==> config.mk <==
export PLATFORM = sky130hd
export DESIGN_NAME = gpio_seq_transactor
export DESIGN_NICKNAME = d
export VERILOG_FILES = /design/src/rtl/gpio_seq_transactor.sv
export SDC_FILE = /design/constraint.sdc
export NUM_CORES = 1
export LEC_CHECK = 0
export CAP_MARGIN = 20
export CORE_MARGIN = 1.5
export CORE_UTILIZATION = 45
export CTS_CLUSTER_SIZE = 40
export DETAILED_ROUTE_END_ITERATION = 10
export HOLD_SLACK_MARGIN = 0.06
export PLACE_DENSITY = 0.6
export SLEW_MARGIN = 40
export SYNTH_ARGS = -nofsm -noshare
export SYNTH_HDL_FRONTEND = slang
export SYNTH_SLANG_ARGS = --single-unit
==> constraint.sdc <==
create_clock -name clock -period 11.4 [get_ports clock]
set_input_delay 1.14 -clock clock [delete_from_list [all_inputs] [get_ports clock]]
set_output_delay 1.14 -clock clock [all_outputs]
set_load 0.05 [all_outputs]
==> src/rtl/gpio_seq_transactor.sv <==
// Table-driven GPIO handshake transactor: waits for masked patterns on the high
// half of a pad window and answers on the low half after a per-step delay.
module gpio_seq_transactor #(
    parameter int W     = 8,
    parameter int DEPTH = 16,
    parameter int DLY_W = 16,
    parameter int TO_W  = 20
) (
    input  logic                     clock,
    input  logic                     resetb,
    input  logic                     start,
    input  logic [$clog2(DEPTH):0]   num_steps,
    input  logic [TO_W-1:0]          timeout_limit,
    input  logic                     prog_we,
    input  logic [$clog2(DEPTH)-1:0] prog_addr,
    input  logic [W-1:0]             prog_expect,
    input  logic [W-1:0]             prog_mask,
    input  logic [W-1:0]             prog_drive,
    input  logic                     prog_drive_en,
    input  logic [DLY_W-1:0]         prog_delay,
    input  logic [2*W-1:0]           pad_in,
    output logic [W-1:0]             pad_out,
    output logic                     pad_oe,
    output logic                     busy,
    output logic                     pass,
    output logic                     fail,
    output logic [$clog2(DEPTH)-1:0] step_idx
);

    localparam int AW = $clog2(DEPTH);

    typedef enum logic [2:0] {
        S_IDLE,
        S_WAIT,
        S_DELAY,
        S_APPLY,
        S_DONE,
        S_FAIL
    } state_t;

    state_t           state;
    logic [W-1:0]     sync_q1;
    logic [W-1:0]     sync_hi;
    logic [TO_W-1:0]  to_cnt;
    logic [DLY_W-1:0] dly_cnt;
    logic [AW-1:0]    last_step;

    logic [W-1:0]     tbl_expect   [DEPTH];
    logic [W-1:0]     tbl_mask     [DEPTH];
    logic [W-1:0]     tbl_drive    [DEPTH];
    logic             tbl_drive_en [DEPTH];
    logic [DLY_W-1:0] tbl_delay    [DEPTH];

    // The low half is our own drive reflected back; it is never monitored.
    logic unused_low;
    assign unused_low = ^pad_in[W-1:0];

    // NOTE: the sequence table has no reset; software programs every entry it
    // uses before a start, so resetting it would only cost flops and routing.
    always_ff @(posedge clock) begin
        if (prog_we && !busy) begin
            tbl_expect[prog_addr]   <= prog_expect;
            tbl_mask[prog_addr]     <= prog_mask;
            tbl_drive[prog_addr]    <= prog_drive;
            tbl_drive_en[prog_addr] <= prog_drive_en;
            tbl_delay[prog_addr]    <= prog_delay;
        end
    end

    // NOTE: sequential state uses non-blocking assignments so every flop
    // samples pre-edge values regardless of statement order.
    always_ff @(posedge clock or negedge resetb) begin
        if (!resetb) begin
            sync_q1 <= '0;
            sync_hi <= '0;
        end else begin
            sync_q1 <= pad_in[2*W-1:W];
            sync_hi <= sync_q1;
        end
    end

    logic            match;
    logic [TO_W-1:0] to_next;
    logic            to_hit;
    logic [AW:0]     steps_clamped;
    logic [AW:0]     last_full;

    assign match         = ((sync_hi ^ tbl_expect[step_idx]) & tbl_mask[step_idx]) == '0;
    assign to_next       = (to_cnt == '1) ? to_cnt : to_cnt + TO_W'(1);
    assign to_hit        = (timeout_limit != '0) && (to_next >= timeout_limit);
    assign steps_clamped = (num_steps > (AW+1)'(DEPTH)) ? (AW+1)'(DEPTH) : num_steps;
    assign last_full     = steps_clamped - (AW+1)'(1);

    always_ff @(posedge clock or negedge resetb) begin
        if (!resetb) begin
            state     <= S_IDLE;
            pad_out   <= '0;
            pad_oe    <= 1'b0;
            busy      <= 1'b0;
            pass      <= 1'b0;
            fail      <= 1'b0;
            step_idx  <= '0;
            to_cnt    <= '0;
            dly_cnt   <= '0;
            last_step <= '0;
        end else begin
            unique case (state)
                // DONE and FAIL last one cycle and accept a start like IDLE.
                S_IDLE, S_DONE, S_FAIL: begin
                    state <= S_IDLE;
                    if (start) begin
                        step_idx <= '0;
                        to_cnt   <= '0;
                        dly_cnt  <= '0;
                        fail     <= 1'b0;
                        if (num_steps == '0) begin
                            state <= S_DONE;
                            pass  <= 1'b1;
                        end else begin
                            state     <= S_WAIT;
                            busy      <= 1'b1;
                            pass      <= 1'b0;
                            last_step <= last_full[AW-1:0];
                        end
                    end
                end
                S_WAIT: begin
                    if (match) begin
                        state   <= S_DELAY;
                        dly_cnt <= tbl_delay[step_idx];
                    end else begin
                        to_cnt <= to_next;
                        if (to_hit) begin
                            state  <= S_FAIL;
                            busy   <= 1'b0;
                            fail   <= 1'b1;
                            pad_oe <= 1'b0;
                        end
                    end
                end
                S_DELAY: begin
                    if (dly_cnt == '0) begin
                        state <= S_APPLY;
                    end else begin
                        dly_cnt <= dly_cnt - DLY_W'(1);
                    end
                end
                S_APPLY: begin
                    pad_out <= tbl_drive[step_idx];
                    pad_oe  <= tbl_drive_en[step_idx];
                    if (step_idx == last_step) begin
                        state <= S_DONE;
                        busy  <= 1'b0;
                        pass  <= 1'b1;
                    end else begin
                        state    <= S_WAIT;
                        step_idx <= step_idx + AW'(1);
                        to_cnt   <= '0;
                    end
                end
                default: state <= S_IDLE;
            endcase
        end
    end

endmodule

Word-level counts from Yosys, hierarchy flattened. Memory sizes are Yosys's and may differ from the RTL's. A register that Yosys moved wholly into a read port is not among the register bits. Index checks and enable logic that the tools add are counted.

Output and inout bits: 16. Bits of input ports: 90. Register bits after elaboration: 67. Bits in writable memories: 656. Memories kept: 5.

$lt $le $gt $ge: 2. Muxes and demuxes: 37. Reductions and logical operators: 24. Add/subtract/negate cells: 4. Bitwise operators: 3. Equal/unequal tests: 17.

Memories: tbl_delay (words 16, width 16, read ports 1, clocked after Yosys merged registers in 0, wr ports 1, RTL line 52) `logic [DLY_W-1:0] tbl_delay [DEPTH];`; tbl_drive (words 16, width 8, read ports 1, clocked after Yosys merged registers in 1, wr ports 1, RTL line 50) `logic [W-1:0] tbl_drive [DEPTH];`; tbl_expect (words 16, width 8, read ports 1, clocked after Yosys merged registers in 0, wr ports 1, RTL line 48) `logic [W-1:0] tbl_expect [DEPTH];`; tbl_mask (words 16, width 8, read ports 1, clocked after Yosys merged registers in 0, wr ports 1, RTL line 49) `logic [W-1:0] tbl_mask [DEPTH];`; tbl_drive_en (words 16, width 1, read ports 1, clocked after Yosys merged registers in 0, wr ports 1, RTL line 51) `logic tbl_drive_en [DEPTH];`.

Operators with widths (count): 20-bit two-way mux (4); 20-bit one-hot mux with 3 select lines (1); 16-bit two-way mux (3); 16-bit one-hot mux with 3 select lines (1); 20-bit by 1-bit adder with 20-bit output, second input constant (1); 20-bit == test, second input constant (1); 20-bit greater-or-equal comparator (1); 20-bit nonzero test (1); 3-bit two-way mux (6); 2-bit inequality test, second input constant (9); 16-bit zero test (1); 16-bit by 1-bit subtractor with 16-bit output, second input constant (1); 1-bit two-way mux (13); 4-bit two-way mux (3); 3-bit one-hot mux with 4 select lines (1); 3-bit AND reduction (4); 4-bit AND reduction (3); 8-bit AND (1); 8-bit zero test (1); 4-bit one-hot mux with 2 select lines (1); 8-bit XOR (1); 3-bit by 2-bit == test with 1-bit output, second input constant (2); 3-bit == test, second input constant (2); 1-bit one-hot mux with 2 select lines (3); other kinds (17) (22).

Longest topological paths before layout. Gate-level depths: netlist of the first run.

Word-level depth: 7. Mapped depth: 18.

Least setup slack after synthesis of the first run. OpenSTA, ideal clock, no wires.

Path kind: input to register. From: input prog_we. To: memory tbl_delay[8][0], enable pin. Arrival: 4.504 ns. Stages on the path: 3. Path slack: 6.405 ns. Path through: nand2b_1 > or3b_2 > nor3_1.

Word-level cells in the longest chain between the ends: 3.

RTL lines: start, declared (RTL line 14) `input logic prog_we,`; 1-bit logical AND (RTL line 61) `if (prog_we && !busy) begin`; 1-bit two-way mux (RTL line 61); 1-bit two-way mux (implied by the code) (RTL line 66) `tbl_delay[prog_addr] <= prog_delay;`; end, declared (RTL line 52).

No other way between the ends.

Worst setup path in the final report of the first run.
From: register step_idx[0]. To: register dly_cnt[6].

Word-level cells in the longest chain between the ends: 6.

RTL lines: start, declared (RTL line 27) `output logic [$clog2(DEPTH)-1:0] step_idx`; start signal, assigned (RTL line 157) `step_idx <= step_idx + AW'(1);`; memory 16 x 8 bit; 8-bit XOR (RTL line 88) `assign match = ((sync_hi ^ tbl_expect[step_idx]) & tbl_mask[step_idx]) == '0;`; 8-bit AND (RTL line 88); 8-bit zero test (RTL line 88); 2-bit inequality test (no source line); 4-bit AND reduction (no source line); end signal, assigned (RTL line 130) `dly_cnt <= tbl_delay[step_idx];`; end signal, assigned (RTL line 145) `dly_cnt <= dly_cnt - DLY_W'(1);`; end, declared (RTL line 45) `logic [DLY_W-1:0] dly_cnt;`.

Several ways; a longest one is shown, not always the timed one. The select of a mux whose other input is x is not followed. A chain may end at the register's enable or synchronous reset.

==> flow_metrics.env, run 1 <==
export IMPL_outcome="complete, no violations"
export IMPL_die_h_um=259
export IMPL_ctsLongestPathBuffers=3
export IMPL_drcViolationCount=0
export IMPL_combined_area_of_the_multi_input_logic_cells_sq_mm=0.00745
export IMPL_share_of_synthesized_cell_area_in_full_adder_half_adder_and_majority_cells_pct=1.02
export IMPL_portBuffers=97
export IMPL_postSynthCellCount=1597
export IMPL_timing_slew_headroom_pct=44.3
export IMPL_unrepaired_setup_endpoints_after_global_routing="no"
export IMPL_initial_core_utilization_pct=45.6
export IMPL_dpl_ws_ns=6.74
export IMPL_report_final_hold_viol_count=0
export IMPL_route_detailed_wl_per_inst_um=25.2
export IMPL_required_ns=11.89
export IMPL_layout_drive_gt1_share_pct=17.7
export IMPL_compound_gate_portion_of_the_synthesized_area_pct=4.22
export IMPL_synth_avg_cell_area_sq_um=18.4
export IMPL_cts_tree="done"
export IMPL_maxCapViolCount=0
export IMPL_cp_arrival_ns=5.12
export IMPL_maxClockFrequency_ghz=0.216
export IMPL_ir_drop_uv=102
export IMPL_p_sw_w=0.00184
export IMPL_track_usage_pct=20.3
export IMPL_finClkSkew_ns=0.0199
export IMPL_num_fill_cells=5125
export IMPL_final_common_cell="sky130_fd_sc_hd__edfxtp_1"
export IMPL_worst_hold_path_type="flip-flop to flip-flop"
export IMPL_synth_top_family_by_area="multiplexers"
export IMPL_period_minus_slack_ns=4.63
export IMPL_yosysUniqueCellTypes=68
export IMPL_cts_sink_count=731
export IMPL_drt_pass_1_iters=5
export IMPL_synthArstFlopShare_pct=10.3
export IMPL_crit_path_end_kind="flip-flop"
export IMPL_post_synth_instance_area_sq_mm=0.0294
export IMPL_n_antenna_cell=0
export IMPL_finalCritPeriodShare_pct=40.6
export IMPL_final_setup_viol_count=0
export IMPL_clkLatencyLatePin_ns=0.61
export IMPL_path_class="flip-flop to flip-flop"
export IMPL_timing_worst_slew_pin_value_ns=0.836
export IMPL_clock_power_share_pct=34.4
export IMPL_path_clk_slew_ns=0.06
export IMPL_grt_start_max_net_pins=67
export IMPL_combinationalPowerShare_pct=19.6
export IMPL_clock_tree_htree_level_count=3
export IMPL_fin_ws_ns=6.77
export IMPL_leakage_nw=11.0
export IMPL_timing_critical_path_from_type="flip-flop"
export IMPL_power_report_internal_total_w=0.00494
export IMPL_synth_area_mux_share_pct=13.2
export IMPL_yosys_area_share_simple_pct=4.97
export IMPL_power_switching_share_pct=27.1
export IMPL_post_cts_resized_instances=0
export IMPL_crit_fanout=45
export IMPL_detailedPlacementHpwl_um=34500
export IMPL_postSynthNetCount=1711
export IMPL_setup_total_negative_slack_ns=0
export IMPL_first_global_vias=15800
export IMPL_fp_rows=93
export IMPL_post_route_util_pct=52.3
export IMPL_layout_area_overhead_vs_synth_pct=14.9
export IMPL_finish_cell_count_without_fillers=2637
export IMPL_holdBufCountCts=0
export IMPL_final_max_slew_viol_count=0
export IMPL_synth_main_ff_cell="sky130_fd_sc_hd__edfxtp_1"
export IMPL_seqPwrFrac_pct=46.1
export IMPL_route_final_wire_length_um=66500
export IMPL_die_width_um=259
export IMPL_overflow=0
export IMPL_place_detailed_instances=2505
export IMPL_ioPinCount=106
export IMPL_power_per_cell_area_mw_per_mm2=200
export IMPL_layout_nets=1841
export IMPL_first_iter_violations=1262
export IMPL_synth_edf_count=656
export IMPL_coreArea_sq_mm=0.0646
export IMPL_commonest_cells_after_routing_fill_and_taps_aside="sky130_fd_sc_hd__edfxtp_1 (656), sky130_fd_sc_hd__mux4_2 (138), sky130_fd_sc_hd__nand2_1 (96), sky130_fd_sc_hd__clkdlybuf4s50_1 (96), sky130_fd_sc_hd__clkbuf_16 (77)"
export IMPL_route_antenna_remaining_nets=0
export IMPL_inserted_clock_buffers=75
export IMPL_synth_yosys_seq_area_share_pct=73.3
export IMPL_synth_ff_latch_count=731
export IMPL_regArea_sq_mm=0.0216
export IMPL_synth_xor_area_share_pct=1.52
export IMPL_cts_post_setup_buffers_inserted=0
export IMPL_globalplace_congestion=0.789
export IMPL_antenna_found_initial=3
export IMPL_ys_warnings_count=0
export IMPL_post_drt_via_cell_ratio=5.82
export IMPL_dieArea_sq_mm=0.0669
export IMPL_grt_first_pass_wirelength_um=101000
export IMPL_clockRootBuffer="sky130_fd_sc_hd__clkbuf_16"
export IMPL_num_vias=15300
## area by class of cell
type                    count  share of cell area (%)
flip-flops and latches    731                    63.9
multi-input cells         762                    22.1
clock buffers             100                    6.16
repair buffers            129                    3.77
well taps                 855                    3.16
clock inverters            32                   0.685
inverters                  28                   0.311
## synth_stat cells, types with 4 or more instances
cell type | number | area share, %
sky130_fd_sc_hd__nand2_1 | 97 | 1.2
sky130_fd_sc_hd__edfxtp_1 | 656 | 67
sky130_fd_sc_hd__xor2_1 | 27 | 0.80
sky130_fd_sc_hd__inv_1 | 26 | 0.33
sky130_fd_sc_hd__ha_1 | 24 | 1.0
sky130_fd_sc_hd__mux4_2 | 138 | 11
sky130_fd_sc_hd__nand4_1 | 11 | 0.23
sky130_fd_sc_hd__clkbuf_1 | 24 | 0.31
sky130_fd_sc_hd__dfrtp_1 | 75 | 6.4
sky130_fd_sc_hd__nand3_1 | 47 | 0.80
sky130_fd_sc_hd__a21oi_1 | 21 | 0.36
sky130_fd_sc_hd__and3_1 | 16 | 0.34
sky130_fd_sc_hd__o21ai_0 | 31 | 0.53
sky130_fd_sc_hd__buf_1 | 6 | 0.077
sky130_fd_sc_hd__buf_4 | 10 | 0.26
sky130_fd_sc_hd__a22oi_1 | 14 | 0.36
sky130_fd_sc_hd__nor3_1 | 13 | 0.22
sky130_fd_sc_hd__nor2_1 | 55 | 0.70
sky130_fd_sc_hd__mux2i_1 | 67 | 2.3
sky130_fd_sc_hd__a21o_1 | 11 | 0.28
sky130_fd_sc_hd__a31o_2 | 6 | 0.18
sky130_fd_sc_hd__a211oi_1 | 4 | 0.10
sky130_fd_sc_hd__nor2b_1 | 9 | 0.19
sky130_fd_sc_hd__buf_6 | 7 | 0.27
sky130_fd_sc_hd__o2bb2ai_1 | 10 | 0.30
sky130_fd_sc_hd__nor4_1 | 16 | 0.34
sky130_fd_sc_hd__o211ai_1 | 4 | 0.10
sky130_fd_sc_hd__or3_1 | 8 | 0.17
sky130_fd_sc_hd__o221ai_1 | 26 | 0.77
sky130_fd_sc_hd__o22ai_1 | 8 | 0.17
sky130_fd_sc_hd__mux2_2 | 9 | 0.34
sky130_fd_sc_hd__buf_2 | 29 | 0.49
sky130_fd_sc_hd__a31oi_1 | 5 | 0.11
sky130_fd_sc_hd__nand2b_1 | 10 | 0.21
sky130_fd_sc_hd__xnor2_1 | 24 | 0.71
## cell families after synthesis
kind of cell / Yosys count
buf+inv: 104
compound gates: 171
mux: 214
simple gates: 302
fa+ha+maj: 24
flops: 731
xor+xnor: 51
## final timing paths
kind	start	to	slack, ns	depth (start not counted)
worst max-delay path	step_idx[0]	dly_cnt[6]	6.77	11
worst min-delay path	sync_q1[2]	sync_hi[2]	0.35	0
worst max register to register	step_idx[0]	dly_cnt[6]	6.77	11
worst min register to register	sync_q1[2]	sync_hi[2]	0.35	0
max in group asynchronous	resetb	step_idx[1]	10.05	2
min in group asynchronous	resetb	to_cnt[5]	0.37	1
## metal layers
metal	part of all wire, %	track usage [%]
met1	45	29.1
met2	48	32.3
met4	1.9	6.03
met5	0.027	0
met3	5.5	3.31
## worst max-delay path: stages (launching register included)
cell and delay, ns:
sky130_fd_sc_hd__dfrtp_4 0.73, sky130_fd_sc_hd__buf_4 0.67, sky130_fd_sc_hd__mux4_2 0.59, sky130_fd_sc_hd__mux2i_1 0.17
sky130_fd_sc_hd__xor2_1 0.09, sky130_fd_sc_hd__nor3_1 0.46, sky130_fd_sc_hd__nor4_1 0.18, sky130_fd_sc_hd__a22oi_2 0.18
sky130_fd_sc_hd__buf_4 0.33, sky130_fd_sc_hd__nand2_4 0.36, sky130_fd_sc_hd__and2_1 0.37, sky130_fd_sc_hd__a22o_1 0.25
## power groups by stage
stage	clock network (W)	registers, W	logic, W
after floorplan	0	0.00320	0.000945
after global placement	0	0.00318	0.00129
after detailed placement	0	0.00317	0.00133
after CTS	0.00238	0.00312	0.00134
after global routing	0.00248	0.00313	0.00145
final	0.00233	0.00312	0.00132
## sequential cells by signal, indices dropped and copies added (netlist names), 8 cells and up
signal and count:
dly_cnt 16, pad_out 8, sync_hi 8, sync_q1 8, tbl_delay 256, tbl_drive 128
tbl_drive_en 16, tbl_expect 128, tbl_mask 128, to_cnt 20
## stage by stage
stage	cell area, sq um	total power (W)	hold slack (ns)
3_5_place_dp	31500	0.00451	0.335
3_3_place_gp	31400	0.00447	0.334
4_1_cts	33800	0.00683	0.333
6_report	33800	0.00677	0.347
5_1_grt	33800	0.00706	0.357
2_1_floorplan	29400	0.00414	0.331
No activity file was read; power rests on OpenSTA's default activity.
==> run 2: changes to the inputs <==
==> constraint.sdc (replaced) <==
create_clock -name clock -period 4.4 [get_ports clock]
set_input_delay 0.44 -clock clock [delete_from_list [all_inputs] [get_ports clock]]
set_output_delay 0.44 -clock clock [all_outputs]
set_load 0.05 [all_outputs]
==> run 2 against run 1 <==
  * First-iteration DRC count increased by 15%
  * Die area did not move
  * Combinational power rose to 2.7 times the previous value
  * Sequential share of layout area down 0.29 points
  * Via count is 0.31% higher
  * Core utilization rose by 0.24 points
  * Count of clock-buffer cells in the layout grew 11
  * Fmax is 17% higher
  * Sequential power grew to 2.6 times the previous value
  * Clock skew up 0.0062 ns
==> flow_metrics.env, run 2 (synthesized netlist as in run 1, its figures left out) <==
export IMPL_outcome="complete, no violations"
export IMPL_ctsLongestPathBuffers=3
export IMPL_global_route_usage_met1_pct=29.6
export IMPL_finished_layout_cell_area_sq_mm=0.0340
export IMPL_place_area_sq_mm=0.0317
export IMPL_layout_drive_gt1_share_pct=18.1
export IMPL_final_max_slew_viol_count=0
export IMPL_die_width_um=259
export IMPL_clkLatencyLatePin_ns=0.61
export IMPL_drcViolationCount=0
export IMPL_crit_fanout=8
export IMPL_fp_rows=93
export IMPL_report_final_hold_viol_count=0
export IMPL_timing_worst_slew_pin_value_ns=0.836
export IMPL_finalHoldWorstSlack_ns=0.266
export IMPL_cts_tree="done"
export IMPL_coreArea_sq_mm=0.0646
export IMPL_reg2reg_setup_slack_ns=0.46
export IMPL_power_per_cell_area_mw_per_mm2=513
export IMPL_commonest_cells_after_routing_fill_and_taps_aside="sky130_fd_sc_hd__edfxtp_1 (656), sky130_fd_sc_hd__mux4_2 (138), sky130_fd_sc_hd__nand2_1 (97)"
export IMPL_layer_with_the_highest_usage_after_global_routing="met2"
export IMPL_place_detailed_instances=2519
export IMPL_timing_hold_worst_endpoint="sync_q1[1]"
export IMPL_maxClockFrequency_ghz=0.254
export IMPL_combined_area_of_the_multi_input_logic_cells_sq_mm=0.00746
export IMPL_layout_area_overhead_vs_synth_pct=15.4
export IMPL_cp_arrival_ns=4.42
export IMPL_finalCritPeriodShare_pct=89.6
export IMPL_finish_cell_count_without_fillers=2655
export IMPL_final_setup_viol_count=0
export IMPL_post_drt_via_cell_ratio=5.79
export IMPL_route_final_wire_length_um=67800
export IMPL_leakage_nw=11.1
export IMPL_grt_util_met2_pct=33.2
export IMPL_worst_hold_path_type="input port to flip-flop"
export IMPL_timing_critical_path_from_type="flip-flop"
export IMPL_route_detailed_wl_per_inst_um=25.5
export IMPL_antenna_found_initial=3
export IMPL_period_minus_slack_ns=3.94
export IMPL_final_common_cell="sky130_fd_sc_hd__edfxtp_1"
export IMPL_ioPinCount=106
export IMPL_r2r_start="to_cnt[6]"
export IMPL_maxCapViolCount=0
export IMPL_ff2ff_path_depth=16
export IMPL_path_class="flip-flop to flip-flop"
export IMPL_setup_total_negative_slack_ns=0
export IMPL_initial_core_utilization_pct=45.6
export IMPL_num_vias=15400
export IMPL_timing_slew_headroom_pct=44.1
export IMPL_clockRootBuffer="sky130_fd_sc_hd__clkbuf_16"
export IMPL_grt_met3_usage_pct=2.82
export IMPL_dieArea_sq_mm=0.0669
export IMPL_largest_reg_flops=256
export IMPL_drt_pass_1_iters=6
export IMPL_unrepaired_setup_endpoints_after_global_routing="no"
export IMPL_regMostFlops="tbl_delay"
export IMPL_cts_post_setup_buffers_inserted=0
export IMPL_finClkSkew_ns=0.0261
export IMPL_route_antenna_remaining_nets=0
export IMPL_timing_rr_end="state[2]"
export IMPL_detailedPlacementHpwl_um=36900
export IMPL_first_iter_violations=1451
export IMPL_path_clk_slew_ns=0.06
export IMPL_layout_nets=1856
export IMPL_portBuffers=97
export IMPL_num_fill_cells=5153
export IMPL_inserted_clock_buffers=74
export IMPL_globalplace_congestion=0.768
export IMPL_die_h_um=259
export IMPL_overflow=0
export IMPL_grt_start_max_net_pins=72
export IMPL_required_ns=4.88
export IMPL_cts_sink_count=731
export IMPL_grt_first_pass_wirelength_um=102000
export IMPL_clock_tree_htree_level_count=3
export IMPL_track_usage_pct=20.7
export IMPL_min_delay_path_depth=1
export IMPL_crit_path_end_kind="flip-flop"
export IMPL_first_global_vias=15900
export IMPL_regArea_sq_mm=0.0216
export IMPL_hold_path_startpoint="pad_in[9]"
export IMPL_ir_drop_uv=309
==> run 2: per-stage QoR <==
stage	power (W)	worst slack, ns	util (%)
after floorplan	0.0107	0.119	-
after global placement	0.0117	0.503	49.0
after detailed placement	0.0117	0.462	49.1
after CTS	0.0176	0.432	52.5
after global routing	0.0181	0.0236	52.6
final	0.0174	0.460	52.6
==> run 2: layout make-up <==
type,count,share of cell area [%]
flip-flops and latches,731,63.6
multi-input cells,762,22.0
clock buffers,111,6.17
repair buffers,145,4.44
well taps,855,3.15
clock inverters,22,0.387
inverters,28,0.309
diodes,1,0.00737
==> run 2: power by group <==
part	internal, W	total (W)	switching [W]
registers	0.00783	0.00807	0.000242
logic	0.00151	0.00351	0.00200
clock network	0.00334	0.00583	0.00249
total	0.0127	0.0174	0.00473
==> run 2: worst max path at each step <==
| stage | start | cells after the start | endpoint | slack, ns |
|---|---|---|---|---|
| after floorplan | busy | 4 | tbl_delay[4][0] | 0.12 |
| after global placement | step_idx[0] | 11 | dly_cnt[8] | 0.50 |
| after detailed placement | to_cnt[6] | 16 | state[2] | 0.46 |
| after CTS | to_cnt[6] | 16 | state[2] | 0.43 |
| after global routing | to_cnt[6] | 16 | state[2] | 0.02 |
| final | to_cnt[6] | 16 | state[2] | 0.46 |
==> run 2: what timing repair did <==
action	CTS	global route
resized for setup	0	0
setup endpoints to repair	0	0
endpoints found under the hold margin	50	0
hold buffers	1	0
==> run 2: routing by layer <==
metal / routed length (um) / part of all wire [%]
met1: 30200 / 44
met2: 32500 / 48
met3: 3550 / 5.2
met4: 1630 / 2.4
met5: 22 / 0.032
==> run 2: critical path, cell delays in order (launching register included) <==
cell and delay [ns]:
sky130_fd_sc_hd__dfrtp_1 0.48, sky130_fd_sc_hd__and4_1 0.29, sky130_fd_sc_hd__nand3_1 0.16, sky130_fd_sc_hd__nor4_1 0.45, sky130_fd_sc_hd__nor2b_1 0.41, sky130_fd_sc_hd__nor2_1 0.17
sky130_fd_sc_hd__nand4_1 0.15, sky130_fd_sc_hd__xnor2_1 0.15, sky130_fd_sc_hd__ha_1 0.28, sky130_fd_sc_hd__a21o_1 0.18, sky130_fd_sc_hd__a21o_1 0.17, sky130_fd_sc_hd__a21oi_1 0.18
sky130_fd_sc_hd__o21ai_0 0.10, sky130_fd_sc_hd__o21ai_0 0.19, sky130_fd_sc_hd__a32oi_1 0.14, sky130_fd_sc_hd__nand3_1 0.19, sky130_fd_sc_hd__nand2_1 0.11
